## config.mk

```make
export PLATFORM = sky130hd
export DESIGN_NAME = bcd_conv_arbiter
export DESIGN_NICKNAME = d
export VERILOG_FILES = /design/src/rtl/bcd_pkg.sv /design/src/rtl/bcd_dabble_step.sv /design/src/rtl/bcd_conv_arbiter.sv
export SDC_FILE = /design/constraint.sdc
export NUM_CORES = 1
export LEC_CHECK = 0
export ABC_AREA = 1
export BUFFER_PORTS_ARGS = -buffer_cell sky130_fd_sc_hd__buf_2
export CAP_MARGIN = 0
export CELL_PAD_IN_SITES_DETAIL_PLACEMENT = 1
export CELL_PAD_IN_SITES_GLOBAL_PLACEMENT = 1
export CORE_MARGIN = 2
export CORE_UTILIZATION = 38
export DETAILED_ROUTE_END_ITERATION = 8
export PLACE_DENSITY_LB_ADDON = 0.1
export SETUP_SLACK_MARGIN = 0.02
export SLEW_MARGIN = 20
export SYNTH_ARGS = -nofsm -noshare
export SYNTH_HDL_FRONTEND = slang
export SYNTH_HIERARCHICAL = 1
export SYNTH_SLANG_ARGS = --single-unit
```

## constraint.sdc

```tcl
create_clock -name clk -period 1.5 [get_ports clk]
set_clock_uncertainty 0.1 [all_clocks]
set_input_delay 0 -clock clk [delete_from_list [all_inputs] [get_ports clk]]
set_output_delay 0 -clock clk [all_outputs]
set_load 0.02 [all_outputs]
```

## src/rtl/bcd_pkg.sv

```systemverilog
// Shared BCD definitions: converter FSM states, nibble constants and a
// parameter sanity helper used by the converter and the display drivers.
package bcd_pkg;

  localparam int unsigned BCD_NIBBLE  = 4;
  localparam int unsigned ADD3_THRESH = 5;

  typedef enum logic [1:0] {
    IDLE = 2'd0,
    CONV = 2'd1,
    DONE = 2'd2
  } state_t;

  // True when dig decimal digits can hold the largest w-bit operand.
  function automatic bit dig_ok(input int unsigned w, input int unsigned dig);
    longint unsigned p10;
    longint unsigned p2;
    p10 = 64'd1;
    p2  = 64'd1;
    for (int unsigned i = 0; i < dig; i++) p10 = p10 * 64'd10;
    for (int unsigned i = 0; i < w; i++) p2 = p2 << 1;
    return p10 > (p2 - 64'd1);
  endfunction

endpackage

```

## src/rtl/bcd_dabble_step.sv

```systemverilog
// One double-dabble iteration: add 3 to every BCD nibble >= 5, then shift
// the whole {bcd, binary} vector left by one bit.
module bcd_dabble_step import bcd_pkg::*; #(
  parameter int unsigned W   = 8,
  parameter int unsigned DIG = 3
) (
  input  logic [DIG*BCD_NIBBLE+W-1:0] vec,
  output logic [DIG*BCD_NIBBLE+W-1:0] nxt
);

  localparam int unsigned TW = DIG*BCD_NIBBLE + W;

  logic [TW-1:0] adj;

  always_comb begin
    adj = vec;
    for (int unsigned d = 0; d < DIG; d++) begin
      if (adj[W+d*BCD_NIBBLE +: BCD_NIBBLE] >= BCD_NIBBLE'(ADD3_THRESH))
        adj[W+d*BCD_NIBBLE +: BCD_NIBBLE] = adj[W+d*BCD_NIBBLE +: BCD_NIBBLE] + BCD_NIBBLE'(3);
    end
    nxt = adj << 1;
  end

endmodule

```

## src/rtl/bcd_conv_arbiter.sv

```systemverilog
// Round-robin shared binary-to-BCD converter: grants one requester at a time,
// runs W double-dabble steps, then presents the BCD result with a done pulse.
module bcd_conv_arbiter import bcd_pkg::*; #(
  parameter int unsigned N_REQ = 2,
  parameter int unsigned W     = 8,
  parameter int unsigned DIG   = 3,
  parameter int unsigned IDW   = (N_REQ > 1) ? $clog2(N_REQ) : 1
) (
  input  logic                    clk,
  input  logic                    rst_n,
  input  logic [N_REQ-1:0]        req,
  input  logic [N_REQ*W-1:0]      bin_in,
  output logic [N_REQ-1:0]        gnt,
  output logic                    busy,
  output logic                    done,
  output logic [IDW-1:0]          done_id,
  output logic [DIG*BCD_NIBBLE-1:0] bcd_out
);

  localparam int unsigned BW = DIG*BCD_NIBBLE;
  localparam int unsigned TW = BW + W;
  localparam int unsigned CW = $clog2(W) + 1;

  if (!dig_ok(W, DIG)) begin : g_dig_check
    $error("bcd_conv_arbiter: DIG too small for operand width W");
  end

  state_t          state_q, state_d;
  logic [TW-1:0]   sr_q, sr_d, sr_step;
  logic [CW-1:0]   cnt_q, cnt_d;
  logic [IDW-1:0]  win_q, win_d;
  logic [IDW-1:0]  ptr_q, ptr_d;
  logic            busy_d, done_d;
  logic [IDW-1:0]  id_d;
  logic [BW-1:0]   bcd_d;

  logic            hit_hi, hit_lo, found_c;
  logic [IDW-1:0]  win_hi, win_lo, win_c;
  logic [W-1:0]    opnd_c;

  // Round robin: lowest requester at or above ptr, else lowest overall (wrap).
  always_comb begin
    hit_hi = 1'b0;
    hit_lo = 1'b0;
    win_hi = '0;
    win_lo = '0;
    for (int unsigned i = 0; i < N_REQ; i++) begin
      if (req[i] && (IDW'(i) >= ptr_q) && !hit_hi) begin
        hit_hi = 1'b1;
        win_hi = IDW'(i);
      end
      if (req[i] && !hit_lo) begin
        hit_lo = 1'b1;
        win_lo = IDW'(i);
      end
    end
    found_c = hit_lo;
    win_c   = hit_hi ? win_hi : win_lo;
  end

  always_comb begin
    opnd_c = '0;
    for (int unsigned i = 0; i < N_REQ; i++) begin
      if (IDW'(i) == win_c) opnd_c = bin_in[i*W +: W];
    end
  end

  bcd_dabble_step #(.W(W), .DIG(DIG)) u_step (
    .vec (sr_q),
    .nxt (sr_step)
  );

  always_ff @(posedge clk or negedge rst_n) begin
    if (!rst_n) begin
      state_q <= IDLE;
      sr_q    <= '0;
      cnt_q   <= '0;
      win_q   <= '0;
      ptr_q   <= '0;
      busy    <= 1'b0;
      done    <= 1'b0;
      done_id <= '0;
      bcd_out <= '0;
    end else begin
      state_q <= state_d;
      sr_q    <= sr_d;
      cnt_q   <= cnt_d;
      win_q   <= win_d;
      ptr_q   <= ptr_d;
      busy    <= busy_d;
      done    <= done_d;
      done_id <= id_d;
      bcd_out <= bcd_d;
    end
  end

  // Result is captured on the final CONV edge so it is valid during DONE.
  always_comb begin
    state_d = state_q;
    sr_d    = sr_q;
    cnt_d   = cnt_q;
    win_d   = win_q;
    ptr_d   = ptr_q;
    busy_d  = busy;
    done_d  = 1'b0;
    id_d    = done_id;
    bcd_d   = bcd_out;
    gnt     = '0;
    case (state_q)
      IDLE: begin
        if (found_c) begin
          gnt[win_c] = 1'b1;
          sr_d       = {BW'(0), opnd_c};
          win_d      = win_c;
          ptr_d      = (win_c == IDW'(N_REQ-1)) ? '0 : win_c + IDW'(1);
          cnt_d      = '0;
          busy_d     = 1'b1;
          state_d    = CONV;
        end
      end
      CONV: begin
        sr_d  = sr_step;
        cnt_d = cnt_q + CW'(1);
        if (cnt_q == CW'(W-1)) begin
          state_d = DONE;
          done_d  = 1'b1;
          bcd_d   = sr_step[TW-1 -: BW];
          id_d    = win_q;
        end
      end
      DONE: begin
        busy_d  = 1'b0;
        state_d = IDLE;
      end
      default: begin
        busy_d  = 1'b0;
        state_d = IDLE;
      end
    endcase
  end

endmodule

```

Word-level counts from Yosys, hierarchy flattened
Cells that the tools add are included.
{"block": "word_totals", "regBits": 43, "inputBits": 20, "output_inout_bits": 17, "word_cells": 67}
{"block": "op_classes", "n_addsub": 5, "magnitude_cmp": 7, "n_eq_ne": 4, "n_mux": 27, "bitwise": 1, "reduce_logical": 14}
{"operator": "one-hot mux 20 bit (2 select lines)", "count": 1}
{"operator": "2-to-1 mux 20 bit", "count": 1}
{"operator": ">= comparator 4 x 3 -> 1 bit, second input constant", "count": 3}
{"operator": "2-to-1 mux 1 bit", "count": 12}
{"operator": "2-to-1 mux 4 bit", "count": 3}
{"operator": "AND reduction 2 bit", "count": 5}
{"operator": "adder 4 x 2 -> 4 bit, second input constant", "count": 2}
{"operator": "2-to-1 mux 2 bit", "count": 4}
{"operator": "2-to-1 mux 8 bit", "count": 1}
{"operator": "one-hot mux 4 bit (2 select lines)", "count": 1}
{"operator": "logical AND 1 bit", "count": 5}
{"operator": "adder 4 x 1 -> 4 bit, second input constant", "count": 1}
{"operator": "equality test 4 x 3 -> 1 bit, second input constant", "count": 1}
{"operator": "inequality test 2 bit, second input constant", "count": 2}
{"operator": "one-hot mux 2 bit (2 select lines)", "count": 1}
{"operator": "adder 3 x 2 -> 3 bit, second input constant", "count": 1}
{"operator": "2-to-1 mux 3 bit", "count": 1}
{"operator": "equality test 2 x 1 -> 1 bit, second input constant", "count": 1}
{"operator": ">= comparator 1 bit, first input constant", "count": 2}
{"operator": "zero test 1 bit", "count": 2}
{"operator": "zero test 2 bit", "count": 1}
{"operator": "less-than comparator 1 x 2 -> 1 bit, second input constant", "count": 1}
{"operator": "one-hot mux 1 bit (2 select lines)", "count": 1}
{"operator": "nonzero test 2 bit", "count": 1}
{"operator": "other kinds (4)", "count": 4}

Logic depth before layout (Yosys ltp)
Gate-level depths: netlist of run 1.
{"block": "depth", "ltp_word": 13, "ltp_mapped": 9, "ltp_nobuf": 9}

By module
Netlist of run 1, hierarchy kept.
{"module": "bcd_conv_arbiter", "n_inst": 1, "cells_per_inst": 221, "area_each_um2": 1976.9, "seq_area_each_um2": 1076.0}
{"module": "bcd_dabble_step", "n_inst": 1, "cells_per_inst": 73, "area_each_um2": 430.4, "seq_area_each_um2": 0.0}

Least setup slack after synthesis of run 1
No wires, ideal clock.
{"block": "synth_timing", "kind": "reg2reg", "from": "register cnt_q[0]", "to": "register bcd_out[11]", "setup_ns": 0.118, "arrival_ns": 1.145, "required_ns": 1.282, "slack_ns": 0.137, "path_stages_with_launch": 8, "path_buffers": 1, "period_less_slack_ns": 1.363, "cell_sequence": "dfrtp_1 -> ha_1 -> nand3_2 -> nor2_8 -> inv_4 -> buf_6 -> nand2_1 -> o21ai_2"}
{"block": "synth_via", "elab_chain_cells": 2}
{"item": "start, declared", "line_no": "bcd_conv_arbiter.sv:30", "source": "logic [CW-1:0] cnt_q, cnt_d;"}
{"item": "start signal, assigned", "line_no": "bcd_conv_arbiter.sv:87", "source": "cnt_q <= cnt_d;"}
{"item": "equality test 4 x 3 -> 1 bit", "line_no": "bcd_conv_arbiter.sv:124", "source": "if (cnt_q == CW'(W-1)) begin"}
{"item": "AND reduction 2 bit (no line)"}
{"item": "end signal, assigned", "line_no": "bcd_conv_arbiter.sv:83", "source": "bcd_out <= '0;"}
{"item": "end signal, assigned", "line_no": "bcd_conv_arbiter.sv:93", "source": "bcd_out <= bcd_d;"}
{"item": "end, declared", "line_no": "bcd_conv_arbiter.sv:17", "source": "output logic [DIG*BCD_NIBBLE-1:0] bcd_out"}
Every way passes these cells.
A chain may end at the register's enable or synchronous reset.

Final worst setup path of run 1
{"block": "layout_timing", "from": "register state_q[1]", "to": "output port gnt[0]"}
{"block": "layout_via", "elab_chain_cells": 2}
{"item": "start, declared", "line_no": "bcd_conv_arbiter.sv:28", "source": "state_t state_q, state_d;"}
{"item": "start signal, assigned", "line_no": "bcd_conv_arbiter.sv:85", "source": "state_q <= state_d;"}
{"item": "zero test 2 bit", "line_no": "bcd_conv_arbiter.sv:109", "source": "case (state_q)"}
{"item": "2-to-1 mux 2 bit", "line_no": "bcd_conv_arbiter.sv:109"}
{"item": "end, declared", "line_no": "bcd_conv_arbiter.sv:13", "source": "output logic [N_REQ-1:0] gnt,"}
Every way passes these cells.

==> impl_results.md, run 1 <==
* Status: completed
* CP max-delay cell: dfrtp_2
* Synthesized area at 2407 µm²
* TritonRoute pass-1 iters at 4
* Clock transition at path regs at 0.08 ns
* CP top delay family: flip-flops
* Max VDD drop at 0.9413 mV
* Via Count at 2,101
* Setup CP Type: register to output port
* Worst R2R Setup Slack at 0.07 ns
* WL final at 6321 µm
* Largest net degree at the start of global routing at 44
* Final Hold Fails at 0
* DRT antenna net count at 0
* RSZ-0062 raised after global routing: true
* Root buf cell: clkbuf_8
* Core footprint at 6026 µm²
* Pwr Total at 7.004 mW
* Critical path endpoint: gnt[0]
* Tcrit/Tclk final at 0.9867
* Tightest Pin Transition at 0.5231 ns
* Worst EP arrival at 1.38 ns
* Seq cells post-synth at 43
* IO Count at 37
* H-tree levels at 2
* P per Cell Area at 2118 nW/µm²
* GP Congestion at 0.7925
* TritonCTS clock tree: done
* Detailed router's first-iteration violation count at 74
* Nets at 397
* GR Overflow Total at 0
* First-pass GRT wire length at 10,160 µm
* Hold/Removal Path Class: primary input to register
* Synth-to-layout area growth at 37.37%
* Crit-path cells: inv_2 > nand2_2 > nor2_4 > buf_6 > nand2_2 > inv_2 > buf_6
* Period minus WS final at 1.480 ns
* Post-synthesis net count at 321
* Fill cells at 718
* Leakage power at 1.669 nW
* Synth warn at 6
* Max_cap viols at 0
* Worst-path maximum fanout at 3
* Startpoint Class: register
* Vias per cell at 4.711
* Vias in the first global route at 2,170
* RR Endpoint: bcd_out[1]$_DFFE_PN0P_
* Sequential-to-total area share from yosys stat at 0.4470
* Final Instance Area at 3307 µm²
* Worst path bufs/invs at 4
* Initial antenna violation count at 0
* Die W at 83.59 µm
* Worst Setup End Kind: output port
* Chip Height at 83.59 µm
* Req. time, crit path at 1.40 ns
* Crit path depth at 7
* Placed inst area at 2681 µm²
* DRC viols at 0
* Max-slew violation count at 0
* Final setup viols at 0
* Mapped Cells at 294
* Site Rows at 28
* Die area at 6987 µm²
* Avg WL per Cell at 14.17 µm
* Total CTS buffers at 5
* Reg2Reg Launch Point: sr_q[8]$_DFFE_PN0P_
* Max incr delay on CP at 0.42 ns
* Mapped Avg Cell Area at 8.188 µm²
* Hpwl dp at 3970 µm
* Cell variety after synth at 23
* PortBufs at 36
* Layout cells sized above 1 at 0.4124
* Final setup TNS at 0 ns
* Peak Freq at 0.6756 GHz
* Clock sink total at 43
* Maximum clock insertion buffer count at 2
* Initial Util at 0.3995
* N_diodes at 0
* Clock latency on the worst-skew pair at 0.29 ns
* Total Routing Usage GR at 0.1796
* CP Launch Point: state_q[1]$_DFFE_PN0P_
* Worst Reg2Reg Path Length in Cells at 8
* Max-slew headroom at 0.6509
* Hold Path Stages at 4
## layout make-up
class                   instances  area, µm²  share of cell area
multi-input cells             192       1186              0.3587
flip-flops and latches         43       1079              0.3261
repair buffers                 85      690.7              0.2089
inverters                      43      176.4             0.05335
well taps                      75      93.84             0.02838
clock buffers                   7      76.32             0.02308
clock inverters                 1      5.005            0.001513
## report_power, final
part	leakage, nW	internal (mW)	switching [mW]	total, mW
logic	1.10	1.72	2.41	4.13
registers	0.532	1.71	0.435	2.14
clock network	0.0422	0.328	0.401	0.729
total	1.67	3.75	3.25	7.00
## worst register-to-register path: stages, from the launching register on
cell	delay, ns
dfrtp_2	0.47
ha_4	0.18
nand2_2	0.06
nand2_2	0.07
nor2_4	0.18
nand2_1	0.07
nand2_1	0.08
inv_2	0.05
o21ai_2	0.10
## how the worst min path moves through the flow
stage	start	to	slack (ns)
finish	req[1]	sr_q[0]$_DFFE_PN0P_	0.08
global route	req[1]	sr_q[0]$_DFFE_PN0P_	0.10
floorplan	rst_n	bcd_out[0]$_DFFE_PN0P_	-0.40
global placement	rst_n	bcd_out[5]$_DFFE_PN0P_	-0.10
CTS	req[1]	sr_q[2]$_DFFE_PN0P_	0.08
detailed placement	rst_n	sr_q[13]$_DFFE_PN0P_	-0.1
## sequential cells by signal (all words and copies together) (netlist names)
signal   cells
bcd_out     12
busy         1
cnt_q        4
done         1
done_id      1
ptr_q        1
sr_q        20
state_q      2
win_q        1
## routing by layer
metal,routed length [µm],global-route usage
met1,2745,0.2275
met2,3386,0.3171
met3,139,0.03462
met4,50,0.03959
met5,0,0
## cell usage after synthesis
master,n,area [µm²]
inv_4,2,12.51
inv_1,37,138.9
nand2_1,87,326.6
nor2_1,12,45.04
ha_1,7,87.58
buf_6,4,45.04
o21ai_1,15,75.07
nand4_1,2,12.51
dfrtp_1,43,1076
o21ai_2,15,131.4
nor2_8,2,40.04
nand3_1,24,120.1
a21oi_1,3,15.01
buf_4,10,75.07
o21ai_0,10,50.05
nor2_4,6,67.56
conb_1,1,3.750
nand2_2,3,18.77
xor2_1,1,8.760
nand3_2,1,10.01
a21oi_2,2,17.52
buf_2,3,15.01
inv_2,4,15.01
## through the flow
step,setup WS [ns],hold WS [ns],std cells,utilization
after CTS,0.01403,0.07935,432,0.4981
after detailed placement,-0.04169,-0.09740,401,0.4450
after global routing,-0.09056,0.1015,446,0.5488
after global placement,0.02381,-0.1022,401,0.4450
after floorplan,0.1374,-0.3956,294,-
final,0.01993,0.07953,446,0.5488
## logic make-up (layout without fill, tap and decap cells)
logic type,Yosys count,in the layout,synth area share
flip-flops,43,43,0.4470
adder cells (fa/ha/maj),7,7,0.03638
AND/OR/NAND/NOR,137,138,0.2661
XOR/XNOR,1,1,0.003639
other,1,1,0.001558
AO/OA/AOI/OAI,45,45,0.1201
buffers and inverters,60,136,0.1253
## cells in the final DEF, fill, tap and decap left out, types with 2 or more instances in the layout
cell	count
a21oi_2	2
nand2_2	15
buf_6	6
o21ai_1	14
buf_2	35
nor2_4	6
nor2_1	12
buf_4	21
dfrtp_1	41
inv_1	24
nand2_4	7
inv_8	2
a21oi_1	3
nor2_8	2
ha_2	3
nand3_1	23
o21ai_2	19
inv_2	17
nand2_1	68
nand4_1	2
dlygate4sd3_1	18
ha_1	2
clkbuf_16	2
o21ai_0	7
dfrtp_2	2
clkbuf_8	5
nand3_4	2
ha_4	2
clkbuf_1	2
buf_12	3
## timing repair
action	in CTS	in global routing
buffers inserted	5	11
endpoints found under the hold margin	53	0
hold buffers	18	0
cloned	0	3
pin swaps	1	19
endpoints found under the setup margin	27	37
gates resized for setup	11	59
Power figures use the tool's default switching activity.
==> run 2, diff against run 1 <==
- CORE_MARGIN: 2 -> default
==> run 2 against run 1 <==
Effect of this change:
- the run now ends with hold timing left
- count of clock-buffer cells in the layout is 1 lower
- global-route usage is 2.1 points higher
- hold slack worse by 0.081 ns
- clock power is 32% higher
- sequential cell count stayed put
- design area is 6.2% lower
- register-to-register slack worse by 0.03 ns
- maximum frequency is 1.1% higher
- critical endpoint is now sr_q[10]$_DFFE_PN0P_
- highest routed layer unchanged
==> impl_results.md, run 2 (synthesis gave the netlist of run 1 again) <==
* N_diodes at 0 (unchanged)
* Clock transition at path regs at 0.09 ns (was 0.08 ns)
* Register area at 1079 µm² (unchanged)
* Nets at 381 (was 397)
* Final Hold Fails at 1 (was 0)
* Initial Util at 0.3995 (unchanged)
* Multi-input gate area at 1107 µm² (was 1186 µm²)
* IO Count at 37 (unchanged)
* Worst EP arrival at 1.59 ns (was 1.38 ns)
* Startpoint Class: register (unchanged)
* Max-slew violation count at 0 (unchanged)
* Violated checks: hold timing
* Max incr delay on CP at 0.47 ns (was 0.42 ns)
* Most flop-heavy register: sr_q (unchanged)
* TritonRoute pass-1 iters at 4 (unchanged)
* Dpl cells at 400 (was 401)
* Commonest non-fill, non-tap cell in the layout: nand2_1 (unchanged)
* Max_cap viols at 0 (unchanged)
* Vias in the first global route at 2,166 (was 2,170)
* Chip Height at 81.59 µm (was 83.59 µm)
* Synth-to-layout area growth at 28.79% (was 37.37%)
* DRT antenna net count at 0 (unchanged)
* Req. time, crit path at 1.63 ns (was 1.40 ns)
* Die area at 6657 µm² (was 6987 µm²)
* Maximum clock insertion buffer count at 2 (unchanged)
* Peak Freq at 0.6830 GHz (was 0.6756 GHz)
* TritonCTS clock tree: done (unchanged)
* Worst Setup End Kind: register (was output port)
* Largest net degree at the start of global routing at 44 (unchanged)
* Hpwl dp at 3932 µm (was 3970 µm)
* Hold Worst Slack at -0.001493 ns (was 0.07953 ns)
* Hold/Removal Path Class: primary input to register (unchanged)
* DRC viols at 0 (unchanged)
* Worst-path maximum fanout at 5 (was 3)
* GR Overflow Total at 0 (unchanged)
* Die W at 81.59 µm (was 83.59 µm)
* PortBufs at 36 (unchanged)
* Root buf cell: clkbuf_8 (unchanged)
* Most frequent cells in the layout: 83 x nand2_1, 41 x dfrtp_1, 35 x buf_2 (was 68 x nand2_1, 41 x dfrtp_1, 35 x buf_2)
* Core footprint at 6026 µm² (unchanged)
* Avg WL per Cell at 13.73 µm (was 14.17 µm)
* Total Routing Usage GR at 0.2006 (was 0.1796)
* Period minus WS final at 1.464 ns (was 1.480 ns)
* Top Registers: sr_q x20, bcd_out x12, cnt_q x4 (unchanged)
* RSZ-0062 raised after global routing: true (unchanged)
* Max VDD drop at 0.8179 mV (was 0.9413 mV)
* CP max-delay cell: dfrtp_2 (unchanged)
* Fill cells at 749 (was 718)
* Layout cells sized above 1 at 0.3521 (was 0.4124)
* Tcrit/Tclk final at 0.9760 (was 0.9867)
* Leakage power at 1.578 nW (was 1.669 nW)
* Crit-path cells: ha_4 > nand2_1 > nand2_2 > nor2_4 > nand2_1 > o21ai_2 > inv_2 > o21ai_2 (was inv_2 > nand2_2 > nor2_4 > buf_6 > nand2_2 > inv_2 > buf_6)
* Clock sink total at 43 (unchanged)
* Total CTS buffers at 5 (unchanged)
* Site Rows at 28 (unchanged)
* First-pass GRT wire length at 10,050 µm (was 10,160 µm)
* Initial antenna violation count at 0 (unchanged)
* Max reg flops at 20 (unchanged)
* Finished Layout Cells at 430 (was 446)
* WL final at 5902 µm (was 6321 µm)
* P per Cell Area at 2191 nW/µm² (was 2118 nW/µm²)
* Final setup viols at 0 (unchanged)
* Setup CP Type: register to register (was register to output port)
* Vias per cell at 4.858 (was 4.711)
* Via Count at 2,089 (was 2,101)
* Status: finished, violations left (was completed)
* H-tree levels at 2 (unchanged)
* GP Congestion at 0.7551 (was 0.7925)
* Pwr Total at 6.794 mW (was 7.004 mW)
* Detailed router's first-iteration violation count at 77 (was 74)
* Clock latency on the worst-skew pair at 0.30 ns (was 0.29 ns)
==> run 2: layout make-up <==
| class | instances | area share |
|---|---|---|
| Clock buffer | 6 | 0.02663 |
| Clock inverter | 2 | 0.01130 |
| Inverter | 43 | 0.05448 |
| Multi-Input combinational cell | 191 | 0.3571 |
| Sequential cell | 43 | 0.3479 |
| Tap cell | 75 | 0.03027 |
| Timing Repair Buffer | 70 | 0.1723 |
==> run 2: path summary, 6_finish.rpt <==
| path | startpoint | to | slack [ns] | cells after the start |
|---|---|---|---|---|
| min in group asynchronous | rst_n | bcd_out[5]$_DFFE_PN0P_ | 0.10 | 3 |
| min reg2reg | bcd_out[2]$_DFFE_PN0P_ | bcd_out[2]$_DFFE_PN0P_ | 0.38 | 2 |
| max reg2reg | sr_q[8]$_DFFE_PN0P_ | sr_q[10]$_DFFE_PN0P_ | 0.04 | 8 |
| min | bin_in[8] | sr_q[0]$_DFFE_PN0P_ | -0.001 | 5 |
| max | sr_q[8]$_DFFE_PN0P_ | sr_q[10]$_DFFE_PN0P_ | 0.04 | 8 |
| max in group asynchronous | rst_n | state_q[1]$_DFFE_PN0P_ | 0.96 | 3 |
==> run 2: repair_timing <==
action / 4_1_cts / 5_1_grt
endpoints found under the setup margin: 7 / 27
gates resized for setup: 4 / 34
setup buffers: 3 / 2
hold buffers: 17 / 0
endpoints found under the hold margin: 53 / 0
pin swaps: 2 / 19
==> run 2: worst max-delay path: cells and delay by family, from the launching register on <==
kind / cells / cell delay (ns)
buffers and inverters: 1 / 0.06
AND/OR/NAND/NOR: 4 / 0.42
flip-flops: 1 / 0.47
AO/OA/AOI/OAI: 2 / 0.17
adder cells (fa/ha/maj): 1 / 0.17
==> run 2: metrics by stage <==
step	util	setup slack, ns	cell area (µm²)	TNS [ns]
floorplan	-	0.1374	2407	0
detailed placement	0.4458	-0.01821	2686	-0.01821
CTS	0.4983	0.02125	3003	0
finish	0.5145	0.03597	3100	0
global placement	0.4458	0.03368	2686	0
global route	0.5145	-0.007239	3100	-0.007239
==> run 2: routing by layer <==
metal / vias up / part of all wire / GRT usage
li1: 1031 / - / -
met1: 1019 / 0.43 / 0.2419
met2: 31 / 0.54 / 0.3617
met3: 8 / 0.023 / 0.03000
met4: 0 / 0.012 / 0.06842
met5: - / 0 / 0
==> run 2: where the power goes <==
group | switching (mW) | leakage (nW) | internal [mW] | total (mW)
logic | 2.25 | 0.985 | 1.48 | 3.73
clock network | 0.422 | 0.0612 | 0.540 | 0.962
registers | 0.393 | 0.532 | 1.71 | 2.10
==> run 3, diff against run 2 <==
- CORE_ASPECT_RATIO: default -> 0.75
- RECOVER_POWER: default -> 100
==> run 3 against run 2 <==
Effect of this change:
- the flow now finishes without violations
- global-route usage is 0.70 points higher
- critical path depth is 1 lower
- combinational power is 7.0% higher
- die area hardly changed
- sequential share of layout area is 1.1 points lower
- maximum frequency is 0.19% lower
- worst setup slack worse by 0.0028 ns
- clock power is 0.5% lower
==> impl_results.md, run 3 (synthesis gave the netlist of run 1 again) <==
* Fill cells at 735 (was 749)
* Site Rows at 24 (was 28)
* Final Hold Fails at 0 (was 1)
* Die W at 93.91 µm (was 81.59 µm)
* TritonCTS clock tree: done (unchanged)
* RR Endpoint: sr_q[16]$_DFFE_PN0P_ (was sr_q[10]$_DFFE_PN0P_)
* Max_cap viols at 0 (unchanged)
* Met3 routed WL at 137 µm (was 135 µm)
* Worst-path maximum fanout at 6 (was 5)
* Final setup TNS at 0 ns (unchanged)
* Startpoint Class: register (unchanged)
* Worst path bufs/invs at 4 (was 1)
* Top Registers: sr_q x20, bcd_out x12, cnt_q x4 (unchanged)
* Hold/Removal Path Class: primary input to register (unchanged)
* Via Count at 2,140 (was 2,089)
* Commonest non-fill, non-tap cell in the layout: nand2_1 (unchanged)
* Layout cells sized above 1 at 0.3499 (was 0.3521)
* PortBufs at 36 (unchanged)
* Root buf cell: clkbuf_8 (unchanged)
* Pwr Total at 7.067 mW (was 6.794 mW)
* Initial antenna violation count at 0 (unchanged)
* GP Congestion at 0.7939 (was 0.7551)
* Max-slew violation count at 0 (unchanged)
* Peak Freq at 0.6817 GHz (was 0.6830 GHz)
* RSZ-0062 raised after global routing: true (unchanged)
* Nets at 389 (was 381)
* Die area at 6661 µm² (was 6657 µm²)
* DRT antenna net count at 0 (unchanged)
* Avg WL per Cell at 15.42 µm (was 13.73 µm)
* CP Launch Point: state_q[1]$_DFFE_PN0P_ (was sr_q[8]$_DFFE_PN0P_)
* Setup WS pre-CTS at -0.06250 ns (was -0.01821 ns)
* Clock sink total at 43 (unchanged)
* Most frequent cells in the layout: 76 x nand2_1, 41 x dfrtp_1, 24 x inv_1 (was 83 x nand2_1, 41 x dfrtp_1, 35 x buf_2)
* First-pass GRT wire length at 10,700 µm (was 10,050 µm)
* Total Routing Usage GR at 0.2075 (was 0.2006)
* Register area at 1079 µm² (unchanged)
* Max VDD drop at 0.9295 mV (was 0.8179 mV)
* Vias in the first global route at 2,214 (was 2,166)
* Placed inst area at 2685 µm² (was 2686 µm²)
* Worst EP arrival at 1.37 ns (was 1.59 ns)
* Reg2Reg Launch Point: state_q[0]$_DFFE_PN0P_ (was sr_q[8]$_DFFE_PN0P_)
* Total CTS buffers at 5 (unchanged)
* Max-slew headroom at 0.3354
* Top routing layer in use: met4 (unchanged)
* N_diodes at 0 (unchanged)
* Vias per cell at 4.853 (was 4.858)
* Crit-path cells: inv_2 > nand2_4 > nor2_4 > buf_6 > nand2_4 > inv_2 > buf_6 (was ha_4 > nand2_1 > nand2_2 > nor2_4 > nand2_1 > o21ai_2 > inv_2 > o21ai_2)
* Setup CP Type: register to output port (was register to register)
* Metal2 WL at 3399 µm (was 3174 µm)
* Worst R2R Setup Slack at 0.04 ns (about the same)
* DRC viols at 0 (unchanged)
* Maximum clock insertion buffer count at 2 (unchanged)
* Leakage power at 1.580 nW (was 1.578 nW)
* Detailed router's first-iteration violation count at 77 (unchanged)
* WL final at 6801 µm (was 5902 µm)
* Largest net degree at the start of global routing at 44 (unchanged)
* Final WS setup at 0.03313 ns (was 0.03597 ns)
* Final Instance Area at 3201 µm² (was 3100 µm²)
* Hold Path Stages at 3 (was 5)
* Hold_sp: req[0] (was bin_in[8])
* Core footprint at 5946 µm² (was 6026 µm²)
* CP max-delay cell: dfrtp_2 (unchanged)
* Hpwl dp at 4092 µm (was 3932 µm)
* Core Util, Final at 0.5383 (was 0.5145)
* Dpl cells at 404 (was 400)
* Most flop-heavy register: sr_q (unchanged)
* Chip Height at 70.93 µm (was 81.59 µm)
* Max incr delay on CP at 0.42 ns (was 0.47 ns)
* CP top delay family: flip-flops (unchanged)
* H-tree levels at 2 (unchanged)
* IO Count at 37 (unchanged)
* Max reg flops at 20 (unchanged)
* Synth-to-layout area growth at 32.95% (was 28.79%)
* P per Cell Area at 2208 nW/µm² (was 2191 nW/µm²)
* Multi-input gate area at 1186 µm² (was 1107 µm²)
* Finished Layout Cells at 441 (was 430)
* Hold Worst Slack at 0.01179 ns (was -0.001493 ns)
* Worst Setup End Kind: output port (was register)
* Initial Util at 0.4049 (was 0.3995)
* GR Overflow Total at 0 (unchanged)
* Final setup viols at 0 (unchanged)
* M1 wire length at 3179 µm (was 2518 µm)
* Hold Path Sink: state_q[0]$_DFFE_PN0P_ (was sr_q[0]$_DFFE_PN0P_)
* Clock transition at path regs at 0.09 ns (about the same)
* Period minus WS final at 1.467 ns (was 1.464 ns)
* Worst Reg2Reg Path Length in Cells at 7 (was 8)
* TritonRoute pass-1 iters at 4 (unchanged)
* Req. time, crit path at 1.40 ns (was 1.63 ns)
* Tcrit/Tclk final at 0.9779 (was 0.9760)
* Clock latency on the worst-skew pair at 0.30 ns (about the same)
* Tightest Pin Transition at 0.9969 ns
* Status: completed (was finished, violations left)
-- run 3: cell types whose count changed in the layout (fill, tap and decap cells not counted), sizes merged --
cell / change
clkbuf: +15
nor2: +1
buf: -8
-- run 3: area by class of cell --
type / count / area share
Tap cell: 78 / 0.03049
Clock buffer: 6 / 0.02580
Inverter: 43 / 0.05278
Sequential cell: 43 / 0.3370
Timing Repair Buffer: 77 / 0.1724
Multi-Input combinational cell: 192 / 0.3706
Clock inverter: 2 / 0.01095
-- run 3: repair_timing --
item | CTS | global route
endpoints found under the hold margin | 51 | 0
pin swaps | 4 | 18
cloned | 0 | 1
setup endpoints to repair | 25 | 36
hold buffers | 17 | 0
setup buffers | 3 | 8
gates resized for setup | 14 | 44
-- run 3: report_power, final --
group | internal [mW] | switching (mW) | leakage, nW | total (mW)
Combinational | 1.53 | 2.46 | 0.987 | 3.99
Clock | 0.539 | 0.418 | 0.0612 | 0.957
Sequential | 1.71 | 0.412 | 0.532 | 2.12
-- run 3: per-layer routing --
layer	track usage	up-vias
li1	-	1047
met1	0.2726	1059
met2	0.3479	25
met3	0.03978	9
met4	0.06154	0
met5	0	-
-- run 3: how the worst max path moves through the flow --
stage	endpoint	slack, ns	cells after the start
after global placement	bcd_out[2]$_DFFE_PN0P_	0.02	8
after CTS	gnt[0]	0.01	7
after detailed placement	sr_q[10]$_DFFE_PN0P_	-0.06	8
after floorplan	bcd_out[11]$_DFFE_PN0P_	0.14	7
after global routing	gnt[0]	-0.02	7
final	gnt[0]	0.03	7
-- run 3: tightest hold or removal path, cell delays in order --
cell and delay (ns):
buf_2 0.13, o21ai_2 0.16, nand2_1 0.10
